<file path="src/rtl/pacoblaze_alu_sequencer_if.sv">
// Instruction handshake between the fetch/control path (master) and the ALU sequencer (slave).
interface pacoblaze_alu_sequencer_if;
    logic        instr_valid;
    logic [17:0] instr;
    logic        instr_ready;

    modport master (output instr_valid, output instr, input instr_ready);
    modport slave  (input instr_valid, input instr, output instr_ready);
endinterface

</file>
<file path="src/rtl/pacoblaze_alu_sequencer.sv">
// Two-cycle KCPSM3 ALU front-end: decodes arithmetic/logic/shift instructions, feeds the
// combinational ALU from a 16x8 register file and retires result, Z and C.
module pacoblaze_alu_sequencer #(
    parameter int unsigned NUM_REGS  = 16,
    parameter int unsigned REG_WIDTH = 8
) (
    input  logic                     clk,
    input  logic                     reset_n,
    pacoblaze_alu_sequencer_if.slave ibus,
    output logic [3:0]               alu_operation,
    output logic [2:0]               alu_shift_operation,
    output logic                     alu_shift_direction,
    output logic                     alu_shift_constant,
    output logic [REG_WIDTH-1:0]     alu_operand_a,
    output logic [REG_WIDTH-1:0]     alu_operand_b,
    output logic                     alu_carry_in,
    input  logic [REG_WIDTH-1:0]     alu_result,
    input  logic                     alu_zero,
    input  logic                     alu_carry,
    output logic                     flag_zero,
    output logic                     flag_carry,
    input  logic                     flags_save,
    input  logic                     flags_restore,
    output logic                     illegal,
    output logic                     done,
    input  logic [3:0]               rf_addr,
    output logic [REG_WIDTH-1:0]     rf_data
);

    // ALU main-operation encoding seen on alu_operation
    typedef enum logic [3:0] {
        OP_LOAD    = 4'd0,
        OP_AND     = 4'd1,
        OP_OR      = 4'd2,
        OP_XOR     = 4'd3,
        OP_TEST    = 4'd4,
        OP_COMPARE = 4'd5,
        OP_ADD     = 4'd6,
        OP_ADDCY   = 4'd7,
        OP_SUB     = 4'd8,
        OP_SUBCY   = 4'd9,
        OP_SHIFT   = 4'd10
    } alu_op_e;

    typedef enum logic {S_IDLE, S_EXEC} state_e;
    typedef enum logic [1:0] {FL_NONE, FL_ZC, FL_Z_CLR} flag_mode_e;

    state_e                 r_state;
    alu_op_e                r_alu_op;
    flag_mode_e             r_flag_mode;
    logic                   r_wr;
    logic [3:0]             r_dst;
    logic [REG_WIDTH-1:0]   r_op_a;
    logic [REG_WIDTH-1:0]   r_op_b;
    logic [2:0]             r_shift_op;
    logic                   r_shift_dir;
    logic                   r_shift_const;
    logic                   r_done;
    logic                   r_illegal;
    logic                   r_z;
    logic                   r_c;
    logic                   r_sh_z;
    logic                   r_sh_c;
    logic [REG_WIDTH-1:0]   r_regs [NUM_REGS];

    logic [5:0]             w_opcode;
    logic [3:0]             w_nibble;
    alu_op_e                w_op;
    flag_mode_e             w_fl;
    logic                   w_wr;
    logic                   w_legal;
    logic                   w_shift_ok;
    logic [REG_WIDTH-1:0]   w_src_a;
    logic [REG_WIDTH-1:0]   w_src_b;
    logic                   w_z_next;
    logic                   w_c_next;

    assign w_opcode = ibus.instr[17:12];
    assign w_nibble = ibus.instr[3:0];
    assign w_src_a  = r_regs[ibus.instr[11:8]];
    assign w_src_b  = w_opcode[0] ? r_regs[ibus.instr[7:4]] : ibus.instr[7:0];

    always_comb begin
        w_shift_ok = 1'b0;
        case (w_nibble)
            4'h0, 4'h2, 4'h4, 4'h6, 4'h7, 4'h8, 4'hA, 4'hC, 4'hE, 4'hF: w_shift_ok = 1'b1;
            default: w_shift_ok = 1'b0;
        endcase

        w_op    = OP_LOAD;
        w_fl    = FL_NONE;
        w_wr    = 1'b0;
        w_legal = 1'b1;
        case (w_opcode[5:1])
            5'h00: w_wr = 1'b1;
            5'h05: begin w_op = OP_AND;     w_fl = FL_Z_CLR; w_wr = 1'b1; end
            5'h06: begin w_op = OP_OR;      w_fl = FL_Z_CLR; w_wr = 1'b1; end
            5'h07: begin w_op = OP_XOR;     w_fl = FL_Z_CLR; w_wr = 1'b1; end
            5'h09: begin w_op = OP_TEST;    w_fl = FL_ZC; end
            5'h0A: begin w_op = OP_COMPARE; w_fl = FL_ZC; end
            5'h0C: begin w_op = OP_ADD;     w_fl = FL_ZC;    w_wr = 1'b1; end
            5'h0D: begin w_op = OP_ADDCY;   w_fl = FL_ZC;    w_wr = 1'b1; end
            5'h0E: begin w_op = OP_SUB;     w_fl = FL_ZC;    w_wr = 1'b1; end
            5'h0F: begin w_op = OP_SUBCY;   w_fl = FL_ZC;    w_wr = 1'b1; end
            5'h10: begin
                if (!w_opcode[0] && w_shift_ok) begin
                    w_op = OP_SHIFT;
                    w_fl = FL_ZC;
                    w_wr = 1'b1;
                end else begin
                    w_legal = 1'b0;
                end
            end
            default: w_legal = 1'b0;
        endcase
    end

    // A restore strobe wins over the EXEC flag update; save always sees pre-update flags.
    always_comb begin
        w_z_next = r_z;
        w_c_next = r_c;
        if (r_state == S_EXEC) begin
            case (r_flag_mode)
                FL_ZC:    begin w_z_next = alu_zero; w_c_next = alu_carry; end
                FL_Z_CLR: begin w_z_next = alu_zero; w_c_next = 1'b0;      end
                default:  ;
            endcase
        end
        if (flags_restore) begin
            w_z_next = r_sh_z;
            w_c_next = r_sh_c;
        end
    end

    always_ff @(posedge clk or negedge reset_n) begin
        if (!reset_n) begin
            r_state       <= S_IDLE;
            r_alu_op      <= OP_LOAD;
            r_flag_mode   <= FL_NONE;
            r_wr          <= 1'b0;
            r_dst         <= '0;
            r_op_a        <= '0;
            r_op_b        <= '0;
            r_shift_op    <= '0;
            r_shift_dir   <= 1'b0;
            r_shift_const <= 1'b0;
            r_done        <= 1'b0;
            r_illegal     <= 1'b0;
            r_z           <= 1'b0;
            r_c           <= 1'b0;
            r_sh_z        <= 1'b0;
            r_sh_c        <= 1'b0;
            for (int unsigned i = 0; i < NUM_REGS; i++) begin
                r_regs[i] <= '0;
            end
        end else begin
            r_z <= w_z_next;
            r_c <= w_c_next;
            if (flags_save) begin
                r_sh_z <= r_z;
                r_sh_c <= r_c;
            end
            if (r_state == S_IDLE) begin
                if (ibus.instr_valid) begin
                    r_state       <= S_EXEC;
                    r_done        <= 1'b1;
                    r_illegal     <= !w_legal;
                    r_wr          <= w_wr;
                    r_flag_mode   <= w_fl;
                    r_alu_op      <= w_op;
                    r_dst         <= ibus.instr[11:8];
                    r_op_a        <= w_src_a;
                    r_op_b        <= w_src_b;
                    r_shift_op    <= {1'b0, ibus.instr[2:1]};
                    r_shift_dir   <= ibus.instr[3];
                    r_shift_const <= ibus.instr[0];
                end
            end else begin
                r_state   <= S_IDLE;
                r_done    <= 1'b0;
                r_illegal <= 1'b0;
                if (r_wr) begin
                    r_regs[r_dst] <= (r_alu_op == OP_LOAD) ? r_op_b : alu_result;
                end
            end
        end
    end

    assign ibus.instr_ready    = reset_n && (r_state == S_IDLE);
    assign alu_operation       = r_alu_op;
    assign alu_shift_operation = r_shift_op;
    assign alu_shift_direction = r_shift_dir;
    assign alu_shift_constant  = r_shift_const;
    assign alu_operand_a       = r_op_a;
    assign alu_operand_b       = r_op_b;
    assign alu_carry_in        = r_c;
    assign flag_zero           = r_z;
    assign flag_carry          = r_c;
    assign illegal             = r_illegal;
    assign done                = r_done;
    assign rf_data             = r_regs[rf_addr];

endmodule

</file>
<file path="src/flat_wrapper.sv">
// flat-port wrapper written by rule: the top's interface ports become plain ports
module pacoblaze_alu_sequencer_flat 
#(
    parameter int unsigned NUM_REGS  = 16,
    parameter int unsigned REG_WIDTH = 8
)
  (clk, reset_n, alu_operation, alu_shift_operation, alu_shift_direction, alu_shift_constant, alu_operand_a, alu_operand_b, alu_carry_in, alu_result, alu_zero, alu_carry, flag_zero, flag_carry, flags_save, flags_restore, illegal, done, rf_addr, rf_data, ibus_instr_valid, ibus_instr, ibus_instr_ready);
  pacoblaze_alu_sequencer_if ibus_i ();
  input  logic clk;
  input  logic reset_n;
  output logic [3:0] alu_operation;
  output logic [2:0] alu_shift_operation;
  output logic alu_shift_direction;
  output logic alu_shift_constant;
  output logic [REG_WIDTH-1:0] alu_operand_a;
  output logic [REG_WIDTH-1:0] alu_operand_b;
  output logic alu_carry_in;
  input  logic [REG_WIDTH-1:0] alu_result;
  input  logic alu_zero;
  input  logic alu_carry;
  output logic flag_zero;
  output logic flag_carry;
  input  logic flags_save;
  input  logic flags_restore;
  output logic illegal;
  output logic done;
  input  logic [3:0] rf_addr;
  output logic [REG_WIDTH-1:0] rf_data;
  input wire logic [$bits(ibus_i.instr_valid)-1:0] ibus_instr_valid;
  input wire logic [$bits(ibus_i.instr)-1:0] ibus_instr;
  output wire logic [$bits(ibus_i.instr_ready)-1:0] ibus_instr_ready;
  assign ibus_i.instr_valid = ibus_instr_valid;
  assign ibus_i.instr = ibus_instr;
  assign ibus_instr_ready = ibus_i.instr_ready;
  pacoblaze_alu_sequencer #(.NUM_REGS(NUM_REGS), .REG_WIDTH(REG_WIDTH)) u_core (.clk(clk), .reset_n(reset_n), .ibus(ibus_i), .alu_operation(alu_operation), .alu_shift_operation(alu_shift_operation), .alu_shift_direction(alu_shift_direction), .alu_shift_constant(alu_shift_constant), .alu_operand_a(alu_operand_a), .alu_operand_b(alu_operand_b), .alu_carry_in(alu_carry_in), .alu_result(alu_result), .alu_zero(alu_zero), .alu_carry(alu_carry), .flag_zero(flag_zero), .flag_carry(flag_carry), .flags_save(flags_save), .flags_restore(flags_restore), .illegal(illegal), .done(done), .rf_addr(rf_addr), .rf_data(rf_data));
endmodule
</file>
<file path="config.mk">
export PLATFORM = sky130hd
export DESIGN_NAME = pacoblaze_alu_sequencer_flat
export DESIGN_NICKNAME = d
export VERILOG_FILES = /design/src/rtl/pacoblaze_alu_sequencer_if.sv /design/src/rtl/pacoblaze_alu_sequencer.sv /design/src/flat_wrapper.sv
export SDC_FILE = /design/constraint.sdc
export NUM_CORES = 1
export LEC_CHECK = 0
export CAP_MARGIN = 20
export CORE_UTILIZATION = 59
export CTS_CLUSTER_DIAMETER = 200
export DETAILED_ROUTE_END_ITERATION = 12
export GPL_ROUTABILITY_DRIVEN = 0
export PLACE_DENSITY = 0.81
export SLEW_MARGIN = 20
export SYNTH_ARGS = -nofsm -noshare
export SYNTH_HDL_FRONTEND = slang
export SYNTH_SLANG_ARGS = --single-unit
</file>
<file path="constraint.sdc">
create_clock -name clk -period 3.1 [get_ports clk]
set_input_delay 0.62 -clock clk [delete_from_list [all_inputs] [get_ports clk]]
set_output_delay 0.62 -clock clk [all_outputs]
set_load 0.02 [all_outputs]
</file>
==> metrics.md <==
| Metric | Value |
|---|---|
| Pwr Density | `~750 mW/mm^2` |
| Area of the die | `0.0171 sq mm` |
| Hold_ws | `~0.35 ns` |
| Crit-path max cell delay | `0.46 ns` |
| Core footprint | `between 0.015 and 0.02 sq mm` |
| Fin cells | `approximately 1200` |
| Initial Utilization | `61.0%` |
| Clock-pin slew on the worst setup and hold paths | `0.06 ns` |
| DRC violations left | `0` |
| Final HPWL DP | `19700 um` |
| Critical path's top delay family | `buffers and inverters` |
| Num ports | `76` |
| Slowest-stage cell, CP | `mux4_2` |
| Peak VDD IR | `0.427 mV` |
| Clock sinks | `about 170` |
| Worst-skew pair later-pin latency | `approximately 0.44 ns` |
| Chip height | `roughly 130 um` |
| Critical path startpoint category | `input pin` |
| Hold/Removal Path Class | `input pin to async pin` |
| WL final | `29200 um` |
| R2R Path End | `u_core.alu_operand_a[1]` |
| Final period util | `97.6%` |
| Final setup fails | `0` |
| Dpl cell area | `0.0108 sq mm` |
| WP buf/inv | `3` |
| Final Core Density | `71.0%` |
| Gr usage total | `a little over a third` |
| Netlist cell types | `52` |
| Sequential element share of the synthesized area | `42.4%` |
| RSZ-0062 raised after global routing | `no` |
| Syn nets | `~900` |
| H-tree Lvls | `4` |
| Via-per-instance ratio | `6.91` |
| Placed cell count | `1121` |
| Area grow syn2layout | `16.5%` |
| Fillers | `1069` |
| Largest net degree at the start of global routing | `between 150 and 200` |
| Ys Warns | `0` |
| Area of the multi-input gates | `between 0.005 and 0.006 sq mm` |
| Setup ws final | `0.0749 ns` |
| Worst slew pin tran | `between 0.8 and 0.9 ns` |
| Ant. Diodes | `0` |
| Clock Skew | `0.00955 ns` |
| Post-route ant nets | `0` |
| Fin Setup TNS | `0 ns` |
| WL/cell | `25.3 um` |
| CTS tree | `done` |
| Worst reg-to-reg setup slack | `0.93 ns` |
| CP Max Fanout | `16` |
| CP Cell Sequence | `dlygate4sd2_1 -> bufbuf_16 -> mux4_2 -> mux4_2 -> dlygate4sd2_1` |
| Synthesized area | `~0.01 sq mm` |
| Site row count | `46` |
| Nets@finish | `964` |
| Worst Reg-to-Reg Cells | `6` |
| Pleak | `4.43 nW` |
| Slew Limit Fails | `0` |
| Pwr Total | `8.58 mW` |
| Status | `completed` |
| Max clock buf depth | `2` |
| Post-CTS sizing | `9` |
| Max Freq | `between 300 and 400 MHz` |
| Die width | `131 um` |
| Total CTS buffers | `17` |
| Worst EP required | `2.48 ns` |
| Routed vias | `7970` |
| Total grt overflow | `0` |
| Crit Reg-Reg Startpoint | `u_core.r_state` |
| Seq cells post-synth | `roughly 170` |
| Pre-CTS WS | `-0.316 ns` |
| EDFF count, synth | `0` |
| First-pass GRT wire length | `~45000 um` |
| CP arrival | `~2.4 ns` |
| Share of post-route cells with drive strength above 1 | `26.8%` |
| Worst setup EP type | `output pin` |
| Most frequently used flop master after synthesis | `dfrtp_1` |
| 1st-pass router iterations | `6` |
| CTS Root Cell | `clkbuf_16` |
| Iteration-0 DRC Markers | `around 1100` |
| Syn Inst Count | `865` |
| FF/Latch Area | `approximately 0.0042 sq mm` |
| Max-Cap Viols | `0` |
| Syn_area_per_cell | `between 10 and 15 sq um` |
| Initial antenna violation count | `0` |
| WS Path Type | `input pin to output pin` |
| Async SR Flop Fraction | `100%` |
| Fin. Hold Viols | `0` |
| Vias in the first global route | `7800` |
| Buffers on Ports | `between 70 and 80` |
| CTS Hold Bufs | `0` |
| Final instance area | `0.0114 sq mm` |
| Min Tclk post-route | `3.03 ns` |
| Max_slew headroom | `40.7%` |
| Post-CTS Setup Bufs | `0` |
[routing by layer]
layer  vias to the layer above  wire, um  track usage (%)
li1                       3329         -                -
met1                      3856     10900             48.1
met3                       125      3750             9.28
met2                       660     13100             53.6
met4                         0      1540             20.0
met5                         -         0                0
[sequential cells by signal (all words and copies together), names as in the netlist, 2 cells and up]
signal                      cells
u_core.alu_operand_a            8
u_core.alu_operation            4
u_core.r_flag_mode              2
u_core.alu_operand_b            8
u_core.alu_shift_operation      2
u_core.r_regs                 128
u_core.r_dst                    4
[where the power goes]
part,internal (mW),switching (mW),total [mW],leakage (nW)
registers,2.84,0.923,3.76,1.76
clock network,1.12,0.944,2.07,0.273
logic,1.45,1.30,2.75,2.40
total,5.41,3.17,8.58,4.43
[logic make-up after synthesis]
family	count (synthesis)	share of synthesized area [%]
xor gates and xnor gates	2	0.179
AOI/OAI and AO/OA	216	16.2
adders and majority gates	2	0.255
DFF	166	42.4
other	1	0.0383
buffers and inverters	82	4.48
and+or+nand+nor	254	11.4
muxes	142	25.0
[synthesized netlist by cell type, drive strengths merged, types with 2 or more instances]
master | n | area (sq um)
nand3 | 4 | 20.0
buf | 52 | 327
a21oi | 92 | 761
o21a | 2 | 15.0
o22ai | 6 | 37.5
dfrtp | 166 | 4150
mux2i | 57 | 571
nor2b | 14 | 87.6
nand4b | 2 | 17.5
a311oi | 6 | 52.6
and3 | 2 | 12.5
mux4 | 82 | 1850
a211o | 4 | 35.0
nand2 | 87 | 327
nand2b | 6 | 37.5
nor2 | 110 | 413
nor3 | 12 | 65.1
o31ai | 6 | 45.0
inv | 5 | 18.8
a22o | 5 | 43.8
a211oi | 3 | 22.5
xor2 | 2 | 17.5
mux2 | 3 | 33.8
a32oi | 4 | 35.0
a2111oi | 11 | 96.3
nand3b | 3 | 22.5
nor4 | 2 | 27.5
clkbuf | 25 | 93.8
or3 | 5 | 31.3
or4 | 2 | 15.0
o21ai | 53 | 265
o21bai | 2 | 15.0
a22oi | 16 | 120
ha | 2 | 25.0
[placed cells by master (no fill, tap or decap), types with 16 or more instances in the layout]
cell type,instances
mux4_2,82
a22oi_1,16
clkbuf_16,17
nand2_1,87
mux2i_1,54
nor2_1,110
clkdlybuf4s50_1,62
a21oi_2,80
o21ai_0,53
buf_4,35
dfrtp_1,166
[cell type report]
class | instances | area share (%)
clock buffers | 17 | 3.73
clock inverters | 15 | 1.26
inverters | 5 | 0.165
multi-input cells | 617 | 45.7
flip-flops and latches | 166 | 36.4
well taps | 216 | 2.37
repair buffers | 118 | 10.3
[how the worst max path moves through the flow]
stage / start / to / slack [ns] / cells after the start
4_1_cts: rf_addr[1] / rf_data[7] / 0.1 / 5
3_5_place_dp: rf_addr[1] / rf_data[4] / -0.32 / 5
5_1_grt: rf_addr[1] / rf_data[5] / 0.07 / 5
3_3_place_gp: rf_addr[1] / rf_data[3] / -0.25 / 5
6_report: rf_addr[1] / rf_data[7] / 0.07 / 5
2_1_floorplan: rf_addr[0] / rf_data[0] / 0.45 / 4
Note: power is estimated with default switching activity, not from simulation.
